## src/rtl/regfile_wb_arbiter_pkg.sv

```systemverilog
// ============================================================================
// Module      : regfile_wb_arbiter_pkg
// Description : Shared register-file bus widths and writeback requester ids.
// Revision    : 1.0 - initial release
// ============================================================================
`default_nettype none

package regfile_wb_arbiter_pkg;

   localparam int RF_ADDR_W   = 5;
   localparam int RF_DATA_W   = 64;
   localparam int RF_NUM_REGS = 32;

   typedef logic [RF_ADDR_W-1:0] reg_bus_t;
   typedef logic [RF_DATA_W-1:0] data_bus_t;

   localparam data_bus_t ZERO_64 = '0;

   // Requester slot order on the shared writeback port.
   localparam int WB_REQ_ALU = 0;
   localparam int WB_REQ_LSU = 1;
   localparam int WB_REQ_CSR = 2;
   localparam int WB_NUM_REQ = 3;

endpackage

`default_nettype wire

```

## src/rtl/regfile_wb_arbiter_rr_arbiter.sv

```systemverilog
// ============================================================================
// Module      : rr_arbiter
// Description : Round-robin arbiter with one-hot grant and rotating pointer.
// Revision    : 1.0 - initial release
// ============================================================================
`default_nettype none

import regfile_wb_arbiter_pkg::*;

module rr_arbiter #(
   parameter  int N  = WB_NUM_REQ,
   localparam int PW = (N > 1) ? $clog2(N) : 1
) (
   input  logic          clk,
   input  logic          rst,
   input  logic [N-1:0]  req,
   input  logic          advance,
   output logic [N-1:0]  grant,
   output logic [PW-1:0] ptr
);

   logic [PW-1:0] r_ptr;
   logic [PW-1:0] w_idx;
   logic          w_found;

   // Search starts at the pointer and wraps, so the last winner has lowest priority.
   always_comb begin
      grant   = '0;
      w_found = 1'b0;
      w_idx   = '0;
      for (int k = 0; k < N; k++) begin
         int j;
         j = (int'(r_ptr) + k) % N;
         if (!w_found && req[j]) begin
            w_found  = 1'b1;
            grant[j] = 1'b1;
            w_idx    = PW'(j);
         end
      end
   end

   always_ff @(posedge clk or negedge rst) begin
      if (!rst) begin
         r_ptr <= '0;
      end else if (advance && w_found) begin
         r_ptr <= (w_idx == PW'(N-1)) ? '0 : w_idx + 1'b1;
      end
   end

   assign ptr = r_ptr;

endmodule

`default_nettype wire

```

## src/rtl/regfile_wb_arbiter.sv

```systemverilog
// ============================================================================
// Module      : regfile_wb_arbiter
// Description : Shares the regfile write port among writeback sources and
//               tracks pending writes for decode read-after-write stalls.
// Revision    : 1.0 - initial release
// ============================================================================
`default_nettype none

import regfile_wb_arbiter_pkg::*;

module regfile_wb_arbiter #(
   parameter int NUM_REQ  = WB_NUM_REQ,
   parameter int ADDR_W   = RF_ADDR_W,
   parameter int DATA_W   = RF_DATA_W,
   parameter int NUM_REGS = RF_NUM_REGS
) (
   input  logic                      clk,
   input  logic                      rst,
   input  logic [NUM_REQ-1:0]        req_valid,
   output logic [NUM_REQ-1:0]        req_ready,
   input  logic [NUM_REQ*ADDR_W-1:0] req_addr,
   input  logic [NUM_REQ*DATA_W-1:0] req_data,
   output logic                      rf_wen,
   output logic [ADDR_W-1:0]         rf_waddr,
   output logic [DATA_W-1:0]         rf_wdata,
   input  logic                      issue_valid,
   input  logic [ADDR_W-1:0]         issue_addr,
   input  logic                      chk_a_en,
   input  logic [ADDR_W-1:0]         chk_a_addr,
   input  logic                      chk_b_en,
   input  logic [ADDR_W-1:0]         chk_b_addr,
   output logic                      stall,
   output logic [NUM_REGS-1:0]       busy_vec
);

   localparam int              c_ptr_w    = (NUM_REQ > 1) ? $clog2(NUM_REQ) : 1;
   localparam logic [ADDR_W:0] c_num_regs = NUM_REGS[ADDR_W:0];

   logic [NUM_REQ-1:0]  w_grant;
   logic [c_ptr_w-1:0]  w_rr_ptr;
   logic                w_xfer;
   logic [ADDR_W-1:0]   w_sel_addr;
   logic [DATA_W-1:0]   w_sel_data;
   logic [NUM_REGS-1:0] w_busy_nxt;
   logic                w_hz_a;
   logic                w_hz_b;

   logic                r_wen;
   logic [ADDR_W-1:0]   r_waddr;
   logic [DATA_W-1:0]   r_wdata;
   logic [NUM_REGS-1:0] r_busy;

   rr_arbiter #(.N(NUM_REQ)) u_rr_arbiter (
      .clk     (clk),
      .rst     (rst),
      .req     (req_valid),
      .advance (rst),
      .grant   (w_grant),
      .ptr     (w_rr_ptr)
   );

   // Nothing is granted while reset is held.
   assign req_ready = rst ? w_grant : '0;
   assign w_xfer    = |req_ready;

   always_comb begin
      w_sel_addr = '0;
      w_sel_data = '0;
      for (int i = 0; i < NUM_REQ; i++) begin
         if (req_ready[i]) begin
            w_sel_addr = req_addr[i*ADDR_W +: ADDR_W];
            w_sel_data = req_data[i*DATA_W +: DATA_W];
         end
      end
   end

   always_ff @(posedge clk or negedge rst) begin
      if (!rst) begin
         r_wen   <= 1'b0;
         r_waddr <= '0;
         r_wdata <= '0;
      end else begin
         r_wen <= w_xfer && (w_sel_addr != '0);
         if (w_xfer) begin
            r_waddr <= w_sel_addr;
            r_wdata <= w_sel_data;
         end
      end
   end

   // Set after clear: a fresh issue to the register being retired stays pending.
   always_comb begin
      w_busy_nxt = r_busy;
      if (r_wen) begin
         w_busy_nxt[r_waddr] = 1'b0;
      end
      if (issue_valid && (issue_addr != '0)) begin
         w_busy_nxt[issue_addr] = 1'b1;
      end
      w_busy_nxt[0] = 1'b0;
   end

   always_ff @(posedge clk or negedge rst) begin
      if (!rst) begin
         r_busy <= '0;
      end else begin
         r_busy <= w_busy_nxt;
      end
   end

   // The regfile bypasses its write port to reads, so an in-flight write clears the hazard.
   assign w_hz_a = r_busy[chk_a_addr] && (chk_a_addr != '0) &&
                   !(r_wen && (r_waddr == chk_a_addr));
   assign w_hz_b = r_busy[chk_b_addr] && (chk_b_addr != '0) &&
                   !(r_wen && (r_waddr == chk_b_addr));

   assign stall    = (chk_a_en && w_hz_a) || (chk_b_en && w_hz_b);
   assign rf_wen   = r_wen;
   assign rf_waddr = r_waddr;
   assign rf_wdata = r_wdata;
   assign busy_vec = r_busy;

   always_ff @(posedge clk) begin
      if (rst) begin
         assert (int'(w_rr_ptr) < NUM_REQ);
         for (int i = 0; i < NUM_REQ; i++) begin
            if (req_valid[i]) begin
               assert ({1'b0, req_addr[i*ADDR_W +: ADDR_W]} < c_num_regs);
            end
         end
      end
   end

endmodule

`default_nettype wire

```

## config.mk

```make
export PLATFORM = sky130hd
export DESIGN_NAME = regfile_wb_arbiter
export DESIGN_NICKNAME = d
export VERILOG_FILES = /design/src/rtl/regfile_wb_arbiter_pkg.sv /design/src/rtl/regfile_wb_arbiter_rr_arbiter.sv /design/src/rtl/regfile_wb_arbiter.sv
export SDC_FILE = /design/constraint.sdc
export NUM_CORES = 1
export LEC_CHECK = 0
export ABC_AREA = 1
export BUFFER_PORTS_ARGS = -buffer_cell sky130_fd_sc_hd__buf_2
export CAP_MARGIN = 20
export CORE_AREA = 3 3 128 130
export DETAILED_ROUTE_END_ITERATION = 8
export DIE_AREA = 0 0 131 133
export HOLD_SLACK_MARGIN = 0.03
export PLACE_DENSITY = 0.82
export SLEW_MARGIN = 5
export SYNTH_ARGS = -nofsm -noshare
export SYNTH_HDL_FRONTEND = slang
export SYNTH_HIERARCHICAL = 1
export SYNTH_SLANG_ARGS = --single-unit
```

## constraint.sdc

```tcl
create_clock -name clk -period 3.68 [get_ports clk]
set_input_delay 0.552 -clock clk [delete_from_list [all_inputs] [get_ports clk]]
set_output_delay 0.552 -clock clk [all_outputs]
set_load 0.005 [all_outputs]
```

**Yosys cells after proc, flatten, opt, wreduce, memory -nomap -nowiden**

Index checks and enable logic that the tools add are counted.

- Word-level logic and storage cells: 101
- Input bits: 230
- Register bits: 103

- Order comparisons: 12
- Eq/ne operators: 3
- Reductions and logical operators: 28
- Add/sub/neg operators: 3
- Bitwise logic cells: 5
- Mux-type cells: 42
- Div/mod/pow operators: 3

Operators with widths:

| operator | count |
|---|---|
| $mux 64 | 3 |
| $ge 32x1->1 const B | 3 |
| $lt 32x4->1 const B | 3 |
| $mod 32x3->32 const B | 2 |
| $mux 32 | 2 |
| $and 32x32->32 | 1 |
| $mod 3x3->32 const B | 1 |
| $not 32->32 | 1 |
| $or 32x32->32 | 1 |
| $lt 5x6->1 const B | 4 |
| $reduce_bool 5->1 | 4 |
| $logic_and 1x1->1 | 18 |
| $mux 1 | 16 |
| $mux 5 | 3 |
| $mux 3 | 4 |
| $bmux 1 s5 | 2 |
| $demux 1 s5 | 2 |
| $eq 5x5->1 | 2 |
| $ge 5x1->1 const B | 2 |
| $mux 2 | 4 |
| $bmux 1 s2 | 3 |
| $demux 1 s2 | 3 |
| $or 3x3->3 | 2 |
| $logic_not 1->1 | 4 |
| 6 further kinds | 6 |

**Depth between registers and ports, before layout**

Gate-level depths: netlist of the first run.

- Word-level depth: 17
- Depth in mapped cells: 17
- Depth with buffers taken out: 16

**By module**

Netlist of the first run, hierarchy kept.

By module, submodules not included:

| module | instances | area each (µm²) | sequential area each (µm²) | cells each |
|---|---|---|---|---|
| regfile_wb_arbiter | 1 | 5,834.3 | 2,527.4 | 813 |
| rr_arbiter | 1 | 384.1 | 50.0 | 67 |

**Worst setup path after synthesis of the first run**

Ideal clock, no wire load.

- Path type: register to output
- From: register u_rr_arbiter.r_ptr[0], in the netlist u_rr_arbiter/ptr[0]
- To: output req_ready[1]
- Arrival time: 1,788 ps
- Stages on the path, launching flop included: 14
- Slack: 1,340 ps
- Cells stage by stage: dfrtp_1 > inv_1 > ha_1 > inv_2 > nand2_1 > nand2_2 > nand2_2 > nor2_2 > nand2_1 > nand2_1 > a31o_2 > nand2_1 > inv_2 > buf_2

- Cells in the longest elaborated chain, start to end: 12

Ends and longest elaborated chain:

| element | line | RTL |
|---|---|---|
| from (decl) | regfile_wb_arbiter_rr_arbiter.sv:22 | `logic [PW-1:0] r_ptr;` |
| from (signal assigned) | regfile_wb_arbiter_rr_arbiter.sv:46 | `r_ptr <= (w_idx == PW'(N-1)) ? '0 : w_idx + 1'b1;` |
| parallel branches: the longest is 10 deep, another holds $mod 32x3->32 | -- |  |
| $mux 3 * | regfile_wb_arbiter_rr_arbiter.sv:34 | `if (!w_found && req[j]) begin` |
| via w_grant[1] | regfile_wb_arbiter.sv:39 | `logic [NUM_REQ-1:0] w_grant;` |
| $mux 3 * | regfile_wb_arbiter.sv:63 | `assign req_ready = rst ? w_grant : '0;` |
| to (decl) | regfile_wb_arbiter.sv:20 | `output logic [NUM_REQ-1:0] req_ready,` |

Mark *: on every way through the listed nets, which the timed path passes. The select of a mux whose other input is x is not followed.

**Final worst setup path of the first run**

Ends and elaborated chain as after synthesis.

==> out/qor.txt, run 1 <==
Crit path top cell by count = nand2_1
Max Fclk = 0.311 GHz
XOR/XNOR Fraction of Synth Area = 0
Overall Global Routing Usage = 0.270
# resized after CTS = 0
synth warn = 6
Syn Area/Cell = 7.07 sq um
Root Driver = clkbuf_16
CP Class = reg -> out
sw power = 3.28 mW
Die ar. = 17400 sq um
register share of total power = 0.307
Setup crit end kind = output pin
min cycle time layout = 3.21 ns
GR Layer Usage met1 = 0.320
count leader, synth = nand2_1
Synth Area in Compound Gates = 0.204
Post-synth EDFFs = 0
mux contribution to synthesized area = 0
FF+latch count, synth = 103
hold_buf cts = 0
area grow syn2layout = 34.5%
Critical Path AT = 2.66 ns
Post-Syn Nets = 1114
crit path max fanout = 23
Initial Util = 0.408
Final #Nets = 1428
first-pass GRT wire length = 37100 microns
Via density = 5.36
worst hold path type = in -> async
port bufs = 334
DRC Markers = 0
H-tree levels = 3
setup bufs post-CTS = 0
CTS Buffer Depth = 2
CP bufs+invs = 4
total congestion overflow = 0
number of core rows = 45
critical path depth = 13
vias in the first global route = 7129
# setup viols final = 0
combinational power share = 0.553
worst-path cell chain = inv_1 -> ha_1 -> inv_2 -> nand2_1 -> nand2_2 -> nand2_2 -> nor2_2 -> nand2_1 -> nand2_1 -> a31o_2 -> nand2_1 -> inv_2 -> buf_2
wire per inst = 17.2 microns
DR vias = 7586
total power = 7.17 mW
clock net sink count = 103
CTS tree = done
r2r setup slk = 0.71 ns
WP data required = 3.13 ns
Seq/Total Area, Yosys = 0.414
Clock Skews = 0.00624 ns
Synth Cell Area = 6220 sq um
clock buffer count from CTS = 9
top cells by area, synth = dfrtp_1 41%, nand2_1 13%, o21ai_0 12%
top cells by count, synth = 211 x nand2_1, 152 x o21ai_0, 121 x nand3_1
num ports = 336
clock latency on the worst-skew pair = 0.33 ns
Synth top area share = 0.414
Internal Power = 3.89 mW
delay-heaviest family, CP = buffers and inverters
Clk pwr share = 0.140
Post-synth ARST share = 1.00
Tcrit/Tclk final = 0.873
GR met3 Demand/Resource = 0.0666
largest net degree at the start of global routing = 60
Final GP Congestion = 1.00
Post-Synth Simple-Gate Area = 0.259
CP max stage delay = 0.40 ns
Max Cap Violations = 0
Max Transition Viols Final = 0
Critical-path top delay cell = ha_1
status = complete, no violations
Final TNS setup = 0 ns
clk slew on worst S/H paths = 0.07 ns
leakage dissipation = 4.54 nW
Final Hold Violating Endpoints = 0
WL final = 24300 microns
Die W = 131 microns
initial antenna violation count = 11
ys flop type = dfrtp_1
DRT iter0 DRCs = 521
Yosys top cell by area = dfrtp_1
synth unique cells = 31
Power Density = 857 nW/um^2
fraction of layout cells with a size suffix above 1 = 0.316
reg2reg path depth = 17
placeable core area = 15300 sq um
startpoint types = flop
gr busiest metal = met2
Worst Max-Slew Pin Slew = 0.646 ns
Sw Ratio = 0.458
worst vdd ir = 0.434 mV
Post-Synth Adder-Cell Area = 0.00805
largest family of logic cells by synthesized area = simple AND/OR/NAND/NOR gates
die height = 133 microns
antenna viol nets, final = 0
Mapped Cells = 880
dpl hpwl = 19200 microns
met2 Use GR = 0.467
RSZ-0062 raised after global routing = false
drt pass-1 iters = 7
Worst slew margin = 0.569
==> state kept, by name, summed over array words and instances (netlist names) <==
name / count
busy_vec: 31
rf_waddr: 5
rf_wdata: 64
rf_wen: 1
u_rr_arbiter/ptr: 2
==> power by group through the flow <==
stage / Sequential [mW] / Clock [mW] / Combinational [mW]
global placement: 2.19 / 0 / 3.82
floorplan: 2.16 / 0 / 2.41
detailed placement: 2.20 / 0 / 3.95
CTS: 2.19 / 1.03 / 3.96
global route: 2.27 / 1.08 / 4.46
finish: 2.20 / 1.01 / 3.96
==> area by class of cell <==
class / count / area [sq um]
antenna: 7 / 17.5
clock buffer: 12 / 246
clock inverter: 3 / 67.6
fill: 1504 / 6900
inverter: 128 / 480
multi-input combinational: 606 / 2950
sequential: 103 / 2580
tap: 211 / 264
timing repair buffer: 346 / 1760
==> path summary, 6_finish.rpt <==
path,startpoint,end
worst max-delay path,u_rr_arbiter/ptr[0],req_ready[1]
min in group clk,req_data[146],rf_wdata[18]
max in group asynchronous,rst,busy_vec[26]
worst min-delay path,rst,rf_wdata[62]
worst min register to register,rf_wdata[10],rf_wdata[10]
worst max register to register,u_rr_arbiter/ptr[0],rf_wdata[46]
==> metrics by stage <==
stage | utilization | hold slack [ns] | instances | setup WS [ns] | cell area, sq um
after floorplan | - | 0.256 | 880 | 1.34 | 6220
after global placement | 0.526 | 0.438 | 1394 | 0.887 | 8030
after detailed placement | 0.526 | 0.436 | 1394 | 0.763 | 8030
after CTS | 0.547 | 0.0660 | 1409 | 0.479 | 8350
after global routing | 0.548 | 0.0718 | 1416 | 0.317 | 8360
final | 0.548 | 0.0784 | 1416 | 0.468 | 8360
==> metal layers <==
metal / wire (microns) / share of wire
met1: 8850 / 0.36
met2: 12400 / 0.51
met3: 2230 / 0.092
met4: 785 / 0.032
met5: 33 / 0.0014
==> layout by cell type, fill, tap and decap left out <==
cell        instances
clkbuf_8            1
nand4_1             2
nand3_1           120
nand2_1           211
clkinv_1            1
a221oi_1           24
o21ai_0           152
nand2_4             1
a21oi_1             3
clkinvlp_4          1
nand3_2             2
diode_2             7
clkbuf_1            2
conb_1              1
a31o_2              1
nand2_2             5
inv_2               7
nor2_1             35
buf_4              13
bufinv_16           2
buf_2             333
clkbuf_16           9
ha_1                4
o22ai_1            28
o21ai_1             1
dfrtp_1           103
inv_1             120
a31oi_1             4
a21oi_2             1
a22oi_1             2
nor2_4              1
a211oi_1            2
nor2_2              2
o21bai_1            2
o211ai_1            2
==> worst reg2reg max path, cell delays in order, from the launching register on <==
cell and delay [ns]:
dfrtp_1 0.39, inv_1 0.08, ha_1 0.40, inv_2 0.13, nand2_1 0.07, nand2_2 0.07, nand2_2 0.08, nor2_2 0.12
nand2_1 0.07, nand2_1 0.10, a31o_2 0.15, nand2_1 0.10, inv_2 0.35, buf_4 0.41, nand2_1 0.10, nand3_1 0.10
o21ai_0 0.10, o21ai_0 0.10
==> logic make-up (layout without fill, tap and decap cells) <==
kind of cell / Yosys count / after routing
other: 1 / 8
and+or+nand+nor: 379 / 379
adders and majority gates: 4 / 4
DFF: 103 / 103
AOI/OAI and AO/OA: 222 / 222
buffers and inverters: 171 / 489
No activity file was read; power rests on OpenSTA's default activity.
==> inputs of run 2 (changes only) <==
--- a/config.mk
+++ b/config.mk
@@ -8,11 +8,11 @@
 export ABC_AREA = 1
 export BUFFER_PORTS_ARGS = -buffer_cell sky130_fd_sc_hd__buf_2
 export CAP_MARGIN = 20
-export CORE_AREA = 3 3 128 130
+export CORE_MARGIN = 3
+export CORE_UTILIZATION = 41
 export DETAILED_ROUTE_END_ITERATION = 8
-export DIE_AREA = 0 0 131 133
 export HOLD_SLACK_MARGIN = 0.03
-export PLACE_DENSITY = 0.82
+export PLACE_DENSITY = 0.86
 export SLEW_MARGIN = 5
 export SYNTH_ARGS = -nofsm -noshare
 export SYNTH_HDL_FRONTEND = slang
==> constraint.sdc (replaced) <==
create_clock -name clk -period 2.91 [get_ports clk]
set_input_delay 0.4365 -clock clk [delete_from_list [all_inputs] [get_ports clk]]
set_output_delay 0.4365 -clock clk [all_outputs]
set_load 0.005 [all_outputs]
==> run 2 against run 1 <==
Against the previous run:
- combinational power is 34% higher
- design area is 1.3% higher
- sequential power up 28%
- highest routed layer unchanged
==> out/qor.txt, run 2 (synthesized netlist as in run 1, its figures left out) <==
# setup viols final = 0
commonest non-fill, non-tap cell in the layout = buf_2
number of core rows = 44
Worst slew margin = 0.494
Overall Global Routing Usage = 0.279
total congestion overflow = 0
WL final = 24800 microns
Root Driver = clkbuf_16
Initial Util = 0.423
Max Fclk = 0.356 GHz
dpl ws = 0.209 ns
Clock Skews = 0.0105 ns
WP data required = 2.47 ns
fraction of layout cells with a size suffix above 1 = 0.324
CP Class = reg -> out
WHS = 0.325 ns
Via density = 5.49
largest net degree at the start of global routing = 114
clock buffer count from CTS = 9
crit path max fanout = 11
Internal Power = 5.10 mW
Die W = 129 microns
Max Transition Viols Final = 0
Worst Max-Slew Pin Slew = 0.759 ns
Final Hold Violating Endpoints = 0
antenna viol nets, final = 0
CTS tree = done
Critical Path AT = 2.37 ns
sw power = 4.31 mW
combinational power share = 0.564
worst vdd ir = 0.478 mV
startpoint types = flop
Power Density = 1110 nW/um^2
FILL cells = 1384
Final #Nets = 1435
most frequent cells in the layout = 333 x buf_2, 210 x nand2_1, 150 x o21ai_0, 120 x nand3_1, 119 x inv_1
placeable core area = 14700 sq um
clock latency on the worst-skew pair = 0.35 ns
DRC Markers = 0
DRT iter0 DRCs = 543
Max Cap Violations = 0
CTS Buffer Depth = 2
register share of total power = 0.298
first-pass GRT wire length = 36900 microns
Sw Ratio = 0.458
Tcrit/Tclk final = 0.965
port bufs = 334
max FFs per register = 64
clk slew on worst S/H paths = 0.07 ns
die height = 129 microns
DR vias = 7647
area grow syn2layout = 36.3%
initial antenna violation count = 5
reg2reg start = u_rr_arbiter/ptr[1]
Final GP Congestion = 0.997
dpl hpwl = 18700 microns
final non-filler cell area = 8470 sq um
status = complete, no violations
wire per inst = 17.8 microns
Setup crit end kind = output pin
DP Area = 8040 sq um
Final TNS setup = 0 ns
drt pass-1 iters = 7
clock net sink count = 103
final setup margin = 0.102 ns
leakage dissipation = 4.61 nW
H-tree levels = 3
Crit. Startpoint = u_rr_arbiter/ptr[1]
Die ar. = 16700 sq um
final core utilization = 0.577
num ports = 336
hold_sp = req_data[149]
vias in the first global route = 7015
Clk pwr share = 0.137
worst hold path type = in -> reg
min cycle time layout = 2.81 ns
==> run 2: changes by cell type in the layout (fill, tap and decap cells not counted), moves of 2 or more <==
cell     delta
diode_2     -5
o21ai_1     +2
ha_1        -2
o21ai_0     -2
buf_12      +5
==> run 2: critical path, stage by stage, from the launching register on <==
cell and delay [ns]:
dfrtp_1 0.41, buf_4 0.15, ha_4 0.30, inv_2 0.06, nand2_1 0.08, nand3_2 0.07
nand2_2 0.08, nor2_2 0.05, nand2_1 0.07, nand2_1 0.07, a31o_2 0.25, nand2_2 0.10
inv_2 0.07, buf_12 0.14, buf_2 0.12
==> run 2: final cells by class <==
class	count	area, sq um	share of cell area
Inverter	128	480	0.0567
Antenna cell	2	5.00	0.000591
Clock buffer	11	233	0.0275
Tap cell	184	230	0.0272
Clock inverter	5	81.3	0.00960
Timing Repair Buffer	353	1900	0.224
Multi-Input combinational cell	606	2970	0.350
Sequential cell	103	2580	0.304
==> run 2: worst paths after layout <==
path / slack [ns] / cells past startpoint / to
worst min register to register: 0.53 / 2 / rf_wdata[3]
worst max register to register: 0.16 / 18 / rf_waddr[3]
max in group asynchronous: 0.85 / 4 / busy_vec[2]
min in group asynchronous: 0.56 / 2 / rf_wdata[57]
worst max-delay path: 0.10 / 14 / req_ready[1]
worst min-delay path: 0.33 / 3 / rf_wdata[21]
==> run 2: what timing repair did <==
action                                  CTS  global route
gates resized for setup                   2             9
endpoints found under the hold margin    14             0
cloned                                    0             1
endpoints found under the setup margin    1             3
hold buffers                              1             0
buffers inserted                          0             6
==> run 2: per-stage QoR <==
| stage | cells | power, mW |
|---|---|---|
| final | 1392 | 9.41 |
| after global routing | 1392 | 10.1 |
| after CTS | 1383 | 9.22 |
| after detailed placement | 1366 | 7.89 |
| after global placement | 1366 | 7.66 |
| after floorplan | 880 | 5.78 |
==> run 2: power groups by stage <==
stage / registers (mW) / clock network [mW] / logic [mW]
after floorplan: 2.73 / 0 / 3.05
after global placement: 2.77 / 0 / 4.90
after detailed placement: 2.79 / 0 / 5.10
after CTS: 2.78 / 1.31 / 5.12
after global routing: 2.88 / 1.38 / 5.89
final: 2.81 / 1.29 / 5.31
==> run 2: routing by layer <==
| metal | part of all wire | global-route usage | up-vias |
|---|---|---|---|
| met2 | 0.50 | 0.471 | 471 |
| met1 | 0.37 | 0.351 | 3536 |
| met3 | 0.094 | 0.0598 | 67 |
| li1 | - | - | 3567 |
| met5 | 0.0011 | 0 | - |
| met4 | 0.035 | 0.106 | 6 |
==> inputs of run 3 (changes only) <==
--- a/config.mk
+++ b/config.mk
@@ -5,14 +5,13 @@
 export SDC_FILE = /design/constraint.sdc
 export NUM_CORES = 1
 export LEC_CHECK = 0
-export ABC_AREA = 1
 export BUFFER_PORTS_ARGS = -buffer_cell sky130_fd_sc_hd__buf_2
 export CAP_MARGIN = 20
-export CORE_MARGIN = 3
-export CORE_UTILIZATION = 41
+export CORE_AREA = 3 3 128 130
 export DETAILED_ROUTE_END_ITERATION = 8
+export DIE_AREA = 0 0 131 133
 export HOLD_SLACK_MARGIN = 0.03
-export PLACE_DENSITY = 0.86
+export PLACE_DENSITY = 0.81
 export SLEW_MARGIN = 5
 export SYNTH_ARGS = -nofsm -noshare
 export SYNTH_HDL_FRONTEND = slang
==> run 3 against run 2 <==
Against the previous run:
- clock power shrank 4%
- global-route usage fell by 3.4 points
- final cell count shrank 22%
- synthesized area decreased by 8.0%
- largest cell class unchanged
- critical path type unchanged
- critical path depth decreased by 6
- count of clock-buffer cells in the layout fell by 1
- sequential cell count stayed put
- register-to-register slack is essentially flat
- setup slack got worse by 0.0052 ns
- highest routed layer unchanged
- total power down 9.7%
- core utilization is 5.4 points lower
==> out/qor.txt, run 3 <==
antenna viol nets, final = 0
hold_sp = req_data[164]
top cells by count, synth = 129 x a22oi_1, 129 x o21ai_0, 103 x dfrtp_1
Clock Skews = 0.0108 ns
startpoint types = flop
H-tree levels = 3
Yosys top cell by area = dfrtp_1
Max Fclk = 0.355 GHz
clock latency on the worst-skew pair = 0.35 ns
hold worst-path end = rf_wdata[36]
dpl hpwl = 17100 microns
num ports = 336
Mapped Cells = 559
clock buffer count from CTS = 9
CTS tree = done
ys flop type = dfrtp_1
die height = 133 microns
FILL cells = 1416
worst-path cell chain = inv_1 -> ha_4 -> nor3b_1 -> o22ai_1 -> a21boi_2 -> nand2_1 -> clkinv_2 -> buf_2
final core utilization = 0.522
# setup viols final = 0
Seq/Total Area, Yosys = 0.450
reg2reg path depth = 12
CTS Buffer Depth = 2
Root Driver = clkbuf_16
area grow syn2layout = 39.2%
top cells by area, synth = dfrtp_1 45%, a22oi_1 17%, o21ai_0 11%
Via density = 5.69
Worst slew margin = 0.448
initial antenna violation count = 9
max FFs per register = 64
crit path max fanout = 10
WP data required = 2.47 ns
status = complete, no violations
most frequent cells in the layout = 333 x buf_2, 129 x o21ai_0, 129 x a22oi_1, 102 x dfrtp_1, 16 x nor2_1
Initial Util = 0.375
Post-synth ARST share = 1.00
reg-to-reg endpoint = rf_wdata[28]
Post-synth EDFFs = 0
Setup crit end kind = output pin
worst hold path type = in -> reg
DRT iter0 DRCs = 560
first-pass GRT wire length = 33100 microns
FF+latch count, synth = 103
worst vdd ir = 0.515 mV
WL final = 22300 microns
Synth top area share = 0.450
largest net degree at the start of global routing = 95
Crit. Startpoint = u_rr_arbiter/ptr[0]
Max Cap Violations = 0
Critical Path AT = 2.38 ns
Max Transition Viols Final = 0
wire per inst = 20.5 microns
vias in the first global route = 5890
fraction of layout cells with a size suffix above 1 = 0.455
drt pass-1 iters = 6
CP max stage delay = 0.42 ns
clock net sink count = 103
Tcrit/Tclk final = 0.967
Final #Nets = 1105
Worst Max-Slew Pin Slew = 0.828 ns
Final GP Congestion = 0.919
Hold Crit Depth = 3
Power Density = 1070 nW/um^2
reg2reg start = u_rr_arbiter/ptr[0]
DRC Markers = 0
register area = 2580 sq um
Overall Global Routing Usage = 0.245
Critical-path top delay cell = dfrtp_1
Die ar. = 17400 sq um
number of core rows = 45
WHS = 0.324 ns
DR vias = 6208
synth warn = 6
placeable core area = 15300 sq um
Synth Cell Area = 5720 sq um
Final Hold Violating Endpoints = 0
leakage dissipation = 3.70 nW
total congestion overflow = 0
Post-Syn Nets = 793
Syn Area/Cell = 10.2 sq um
area occupied by multi-input gates = 2920 sq um
r2r setup slk = 0.17 ns
min cycle time layout = 2.81 ns
commonest non-fill, non-tap cell in the layout = buf_2
clk slew on worst S/H paths = 0.07 ns
Die W = 131 microns
port bufs = 334
CP Class = reg -> out
synth unique cells = 51
[run 3: worst max-delay path by stage]
stage,depth (start not counted),to
floorplan,13,rf_wen
detailed placement,12,rf_wen
CTS,10,req_ready[1]
global route,8,req_ready[2]
global placement,12,rf_wen
finish,8,req_ready[2]
[run 3: cell families (layout without fill, tap and decap cells)]
family | Yosys count | count (layout) | synth area share
buffers and inverters | 58 | 375 | 0.0472
xor gates and xnor gates | 10 | 10 | 0.0153
other | 1 | 5 | 0.000655
DFF | 103 | 103 | 0.450
adders and majority gates | 4 | 4 | 0.00875
muxes | 27 | 27 | 0.0826
and+or+nand+nor | 62 | 62 | 0.0623
AOI/OAI and AO/OA | 294 | 294 | 0.333
[run 3: final cells by class]
class | instances | share of cell area
Inverter | 6 | 0.00298
Clock buffer | 10 | 0.0287
Sequential cell | 103 | 0.324
Multi-Input combinational cell | 398 | 0.367
Clock inverter | 6 | 0.00864
Antenna cell | 4 | 0.00126
Tap cell | 211 | 0.0331
Timing Repair Buffer | 353 | 0.235
[run 3: what timing repair did]
item                                    in CTS  in global routing
endpoints found under the hold margin        5                  0
buffers inserted                             0                  5
resized for setup                            5                  5
hold buffers                                 1                  0
endpoints found under the setup margin       1                 12
pin swaps                                    0                  2
[run 3: worst max-delay path, delay by kind of cell (launching register included)]
family                     cells  cell delay (ns)
buffers and inverters          3             0.46
AOI/OAI and AO/OA              2             0.35
adders and majority gates      1             0.35
DFF                            1             0.42
and+or+nand+nor                2             0.46
[run 3: per-layer routing]
layer	up-vias	global-route usage	part of all wire
met5	-	0	0.0036
met4	10	0.0949	0.029
met3	51	0.0674	0.094
met2	356	0.381	0.48
met1	2971	0.321	0.39
li1	2820	-	-
[run 3: where the power goes]
| part | switching, mW | internal, mW | leakage (nW) |
|---|---|---|---|
| sequential | 0.656 | 2.16 | 1.24 |
| combinational | 2.36 | 2.09 | 2.32 |
| clock | 0.565 | 0.675 | 0.143 |
| total | 3.58 | 4.92 | 3.70 |
[run 3: through the flow]
stage | std cells | worst slack [ns] | power (mW) | TNS [ns] | cell area, sq um
floorplan | 559 | 0.353 | 5.27 | 0 | 5720
global placement | 1065 | 0.155 | 6.95 | 0 | 7570
detailed placement | 1065 | 0.0895 | 7.10 | 0 | 7570
CTS | 1082 | 0.0310 | 8.40 | 0 | 7890
global route | 1090 | -0.0306 | 9.12 | -0.0306 | 7960
finish | 1091 | 0.0968 | 8.50 | 0 | 7970
